==> src/rtl/axi_read_arbiter.sv <==
// rtl/axi_read_arbiter.sv - round-robin arbiter sharing one AXI read channel between icache and dcache
module axi_read_arbiter #(
  parameter int BURST_LEN = 16
) (
  input  logic        aclk,
  input  logic        aresetn,
  input  logic        inst_req,
  input  logic        inst_cached,
  input  logic [31:0] inst_addr,
  output logic        inst_addr_ok,
  output logic [31:0] inst_rdata,
  output logic        inst_rvalid,
  output logic        inst_rlast,
  input  logic        data_req,
  input  logic        data_cached,
  input  logic [31:0] data_addr,
  output logic        data_addr_ok,
  output logic [31:0] data_rdata,
  output logic        data_rvalid,
  output logic        data_rlast,
  output logic [3:0]  arid,
  output logic [31:0] araddr,
  output logic [7:0]  arlen,
  output logic [2:0]  arsize,
  output logic [1:0]  arburst,
  output logic [1:0]  arlock,
  output logic [3:0]  arcache,
  output logic [2:0]  arprot,
  output logic        arvalid,
  input  logic        arready,
  input  logic [3:0]  rid,
  input  logic [31:0] rdata,
  input  logic [1:0]  rresp,
  input  logic        rlast,
  input  logic        rvalid,
  output logic        rready,
  output logic        burst_err
);

  localparam logic [7:0] LEN_M1 = 8'(BURST_LEN - 1);

  typedef enum logic [1:0] {IDLE, AR_REQ, R_DATA} state_t;

  state_t      state_q, state_d;
  logic        grant_q;       // 0 = inst, 1 = data
  logic        last_grant_q;  // requester served most recently
  logic [31:0] araddr_q;
  logic [7:0]  arlen_q;
  logic [1:0]  arburst_q;
  logic [3:0]  arid_q;
  logic [3:0]  beat_cnt_q;

  logic any_req;
  logic pick_data;
  logic sel_cached;
  logic ar_hs;
  logic beat_ok;
  logic cnt_at_last;

  // Response status is not used for control and is not forwarded.
  logic unused_rresp;
  assign unused_rresp = ^rresp;

  // On a tie, the requester that was not served last wins.
  assign any_req    = inst_req | data_req;
  assign pick_data  = (inst_req & data_req) ? ~last_grant_q : data_req;
  assign sel_cached = pick_data ? data_cached : inst_cached;

  assign ar_hs       = (state_q == AR_REQ) & arready;
  assign beat_ok     = (state_q == R_DATA) & rvalid;
  assign cnt_at_last = (beat_cnt_q == arlen_q[3:0]);

  // State register.
  always_ff @(posedge aclk) begin
    if (!aresetn) begin
      state_q <= IDLE;
    end else begin
      state_q <= state_d;
    end
  end

  // Next-state logic: completion happens only on an accepted rlast beat.
  always_comb begin
    state_d = state_q;
    case (state_q)
      IDLE:    if (any_req)         state_d = AR_REQ;
      AR_REQ:  if (arready)         state_d = R_DATA;
      R_DATA:  if (rvalid && rlast) state_d = IDLE;
      default:                      state_d = IDLE;
    endcase
  end

  // Grant, registered AR fields, fairness pointer and beat counter.
  always_ff @(posedge aclk) begin
    if (!aresetn) begin
      grant_q      <= 1'b0;
      last_grant_q <= 1'b0;
      araddr_q     <= 32'd0;
      arlen_q      <= 8'd0;
      arburst_q    <= 2'b00;
      arid_q       <= 4'd0;
      beat_cnt_q   <= 4'd0;
    end else begin
      case (state_q)
        IDLE: begin
          if (any_req) begin
            grant_q   <= pick_data;
            araddr_q  <= pick_data ? data_addr : inst_addr;
            arlen_q   <= sel_cached ? LEN_M1 : 8'd0;
            arburst_q <= sel_cached ? 2'b01 : 2'b00;
            arid_q    <= {3'b000, pick_data};
          end
        end
        AR_REQ: begin
          if (arready) begin
            beat_cnt_q   <= 4'd0;
            last_grant_q <= grant_q;
          end
        end
        R_DATA: begin
          if (rvalid) beat_cnt_q <= beat_cnt_q + 4'd1;
        end
        default: ;
      endcase
    end
  end

  assign arvalid = (state_q == AR_REQ);
  assign rready  = (state_q == R_DATA);
  assign araddr  = araddr_q;
  assign arlen   = arlen_q;
  assign arburst = arburst_q;
  assign arid    = arid_q;
  assign arsize  = 3'b010;
  assign arlock  = 2'b00;
  assign arcache = 4'b0000;
  assign arprot  = 3'b000;

  assign inst_addr_ok = ar_hs & ~grant_q;
  assign data_addr_ok = ar_hs &  grant_q;

  assign inst_rdata  = rdata;
  assign data_rdata  = rdata;
  assign inst_rvalid = beat_ok & ~grant_q;
  assign data_rvalid = beat_ok &  grant_q;
  assign inst_rlast  = inst_rvalid & rlast;
  assign data_rlast  = data_rvalid & rlast;

  // Wrong id, early/late rlast are flagged on the offending beat only.
  assign burst_err = beat_ok & ((rid != arid_q) | (rlast ? ~cnt_at_last : cnt_at_last));

endmodule

==> config.mk <==
export PLATFORM = sky130hd
export DESIGN_NAME = axi_read_arbiter
export DESIGN_NICKNAME = d
export VERILOG_FILES = /design/src/rtl/axi_read_arbiter.sv
export SDC_FILE = /design/constraint.sdc
export NUM_CORES = 1
export LEC_CHECK = 0
export CORE_MARGIN = 3
export CORE_UTILIZATION = 34
export DETAILED_ROUTE_END_ITERATION = 6
export PLACE_DENSITY = 0.88
export RECOVER_POWER = 100
export SLEW_MARGIN = 20
export SYNTH_ARGS = -nofsm -noshare
export SYNTH_HDL_FRONTEND = slang
export SYNTH_SLANG_ARGS = --single-unit
==> constraint.sdc <==
create_clock -name aclk -period 2.95 [get_ports aclk]
set_input_delay 0.59 -clock aclk [delete_from_list [all_inputs] [get_ports aclk]]
set_output_delay 0.59 -clock aclk [all_outputs]
set_load 0.1 [all_outputs]
Yosys cells after proc, flatten, opt, wreduce, memory -nomap -nowiden. Index checks and enable logic that the tools add are counted.

Register bits: 50. Input port bits: 111. Output and inout bits: 131. Logic and storage cells: 51.

$add $sub $neg: 1. Eq/ne operators: 8. Muxes and demuxes: 13. Bitwise logic cells: 15. Reduce and logical (&&, ||, !) cells: 7.

Operators by type and width (number): 32-bit two-way mux (1); 4-bit two-way mux (3); 1-bit AND (10); 4-bit case mux with 2 select lines (1); 2-bit two-way mux (3); 2-bit case mux with 3 select lines (1); 3-bit AND reduction (2); 4-bit by 1-bit adder with 4-bit output (second input constant) (1); 4-bit == test (1); 1-bit two-way mux (4); 2-bit by 1-bit != test with 1-bit output (second input constant) (2); 2-bit != test (second input constant) (2); 4-bit by 1-bit != test with 1-bit output (1); 2-bit AND reduction (2); 1-bit inverter (3); 2-bit by 1-bit == test with 1-bit output (second input constant) (1); 2-bit == test (second input constant) (1); 2-bit logical NOT (1); 1-bit bitwise OR (2); 2-bit nonzero test (1); 1-bit logical AND (1).

Depth between registers and ports, before layout.
Depth after elaboration: 5. Depth in mapped cells: 6.

Worst setup path before layout. Ideal clock, no wire load.

Path type: register to output. From: register arlen_q[2], in the netlist arlen[2]. To: output port burst_err. Arrival time: 3.045 ns. Required time: 2.360 ns. Setup slack: -0.685 ns. Cell stages (with the launch flop): 5. Buffers on the path: 0. Cell sequence: dfxtp_1 or4_4 o22ai_2 xnor2_1 a21oi_1.

Word-level cells in the longest chain between the ends: 5.

RTL lines: start, declared (line 48) `logic [7:0] arlen_q;`; start signal, assigned (line 109) `arlen_q <= sel_cached ? LEN_M1 : 8'd0;`; 4-bit == test * (line 71) `assign cnt_at_last = (beat_cnt_q == arlen_q[3:0]);`; 1-bit inverter (line 150) `assign burst_err = beat_ok & ((rid != arid_q) | (rlast ? ~cnt_at_last : cnt_at_last));`; 1-bit two-way mux * (line 150); 1-bit bitwise OR * (line 150); 1-bit AND * (line 150); end, declared (line 37) `output logic burst_err`.

Mark *: on every way between the ends. The rest lies on a longest branch, timed or not.

Final worst setup path.
From: input port rvalid. To: output port data_rvalid.

Word-level cells in the longest chain between the ends: 2.

RTL lines: start, declared (line 35) `input logic rvalid,`; 1-bit AND (line 70) `assign beat_ok = (state_q == R_DATA) & rvalid;`; 1-bit AND (line 145) `assign data_rvalid = beat_ok & grant_q;`; end, declared (line 19) `output logic data_rvalid,`.

Every way passes these cells.

==> flow_metrics.tcl <==
set metrics [dict create \
    status "complete, but fails checks" \
    violations "capacitance limit, slew limit" \
    vias_per_cell 4.77 \
    critical_path_peak_fanout 8 \
    cts.hold.buffers_added 0 \
    crit_arrival_ps 2040 \
    clock_path_buffers 2 \
    endpoint_kind "output pin" \
    hp-start "araddr[18]$_SDFFE_PN0P_" \
    vias 2109 \
    hold_depth 1 \
    hold_ws_ps 502 \
    critPathKind "in2out" \
    rsz0062_at_grt "no" \
    start_kind "input port" \
    synth_enable_flop_cells 0 \
    io_buffers 123 \
    firstDrtPassIters 4 \
    post-place-ws_ps 557 \
    peakVddDrop_mv 0.326 \
    dieArea_mm2 0.00890 \
    first_iter_violations 47 \
    r2r_end "araddr[7]$_SDFFE_PN0P_" \
    relSlewSlack_pct -17.5 \
    hold_path.class "reg2reg" \
    yosys-top-cells-area "dfxtp_1, buf_4, mux2i_1" \
    routedWlPerCell_um 15.8 \
    cts_root_buf "clkbuf_8" \
    tns_ps 0 \
    seq_area_frac_synth_pct 30.9 \
    synth.distinct_cells 31 \
    period_share_pct 89.3 \
    drc_errors 0 \
    fin_skew_ps 2.87 \
    cts-buffers-inserted 5 \
    post-cts-setup-buffers 0 \
    critPathLaunch "rvalid" \
    antennaDiodeCount 0 \
    synthArstFlopShare_pct 0 \
    fillers 737 \
    final-hold-violation-count 0 \
    fin_nets 454 \
    power_mw 2.09 \
    start_util_pct 35.8 \
    yosysTopAreaCellShare_pct 30.9 \
    grt_max_degree 47 \
    worstMarginPinSlew_ps 1760 \
    drive_gt1_share_pct 6.71 \
    rows 31 \
    die_h_um 94.3 \
    netlist_area_mm2 0.00265 \
    ctsResizeCount 0 \
    ys.flop_type "dfxtp_1" \
    ys_ff_latch 41 \
    cp.required_ps 2360 \
    ioPinCount 242 \
    stdcell_area_mm2 0.00324 \
    fmaxAchievable_mhz 380 \
    gp_congestion 0.693 \
    cap_violations 1 \
    r2r_slack_ps 1540 \
    yosys-top-cells-count "buf_4, dfxtp_1, nand2_1" \
    reg2reg_depth 5 \
    drtAntennaViolNets 0 \
    final_max_slew_viol_count 41 \
    first_global_vias 2135 \
    insertion_delay_ps 290 \
    die_x_um 94.3 \
    core_area_mm2 0.00741 \
    grt_pass1_wl_um 10600 \
    antenna_found_initial 0 \
    dpl_cell_area_mm2 0.00335 \
    synth_top_cell_by_area "dfxtp_1" \
    post-dp-hpwl_um 5700 \
    htreeDepth 2 \
    synthCells 293 \
    whs_endpoint "araddr[18]$_SDFFE_PN0P_" \
    post-route-min-period_ps 2630 \
    ys.warnings.count 0 \
    clk_pin_slew_worst_paths_ps 80 \
    wl_um 7010 \
    timing.rr.start "last_grant_q$_SDFFE_PN0P_" \
    area_delta_synth_final_pct 22.1 \
    setup_viol 0 \
    setup_ws_ps 316 \
    grtUsageTotal_pct 15.2 \
    synth_most_common_cell "buf_4" \
    p_leak_nw 1.62 \
    syn_avg_cell_area_um2 9.05 \
    cts_num_sinks 41 \
    overflow 0 \
    cellPowerDensity_mw_per_mm2 644 \
    cts_tree "done" \
]
-- metrics by stage --
| step | util, % | instances |
|---|---|---|
| 6_report | 43.7 | 442 |
| 5_1_grt | 43.7 | 442 |
| 4_1_cts | 46.9 | 442 |
| 3_5_place_dp | 45.3 | 434 |
| 3_3_place_gp | 45.3 | 434 |
| 2_1_floorplan | - | 311 |
-- power breakdown --
part           internal, mW  leakage (nW)  switching (mW)
combinational         0.209          1.22           0.757
clock                 0.276        0.0585           0.195
sequential            0.614         0.340          0.0364
-- sequential cells by signal (all words and copies together) (netlist names) --
| signal | count |
|---|---|
| araddr | 32 |
| state_q | 2 |
| beat_cnt_q | 4 |
| last_grant_q | 1 |
| grant_q | 1 |
| arlen | 1 |
-- layout by cell type (no fill, tap or decap), drive strengths merged, types with 3 or more instances in the layout --
cell type	Yosys	layout
a21boi	3	3
a21oi	3	3
buf	98	6
clkbuf	6	53
clkdlybuf4s50	0	75
conb	2	20
dfxtp	41	41
mux2i	33	33
nand2	40	40
nand3	3	3
nor2	6	6
nor2b	4	4
o211a	33	33
o21ai	3	3
-- critical path: stages --
cell and delay [ps]:
clkdlybuf4s50_1 500, nand3b_1 280, nor2_1 190, clkbuf_2 480
-- layout make-up --
| cell class | count | area [µm²] | share of cell area [%] |
|---|---|---|---|
| clock inverter | 1 | 30.0 | 0.927 |
| timing repair buffer | 128 | 1010 | 31.2 |
| multi-input combinational | 165 | 1160 | 35.9 |
| inverter | 1 | 3.75 | 0.116 |
| clock buffer | 7 | 86.3 | 2.67 |
| tap | 99 | 124 | 3.83 |
| sequential | 41 | 821 | 25.3 |
-- routing by layer --
metal  GRT usage (%)  vias up  wire (µm)
li1                -      982          -
met2            29.1      153       3780
met3            7.37       16        934
met4            5.29        0        142
met5               0        -          0
met1            13.8      958       2150
-- how the worst max path moves through the flow --
stage                   to  slack (ps)  cells after the start
2_1_floorplan    burst_err         180                      4
3_3_place_gp     burst_err         520                      5
3_5_place_dp     burst_err         560                      5
4_1_cts          burst_err         430                      5
5_1_grt        data_rvalid         190                      4
6_report       data_rvalid         320                      4
-- cell families after synthesis --
family | after synthesis | share of synthesized area [%]
buf+inv | 105 | 28.5
xor+xnor | 3 | 0.991
other cells | 2 | 0.283
simple gates | 63 | 10.9
fa+ha+maj | 1 | 0.472
compound gates | 45 | 15.5
mux | 33 | 12.5
flops | 41 | 30.9
Note: power is estimated with default switching activity, not from simulation.
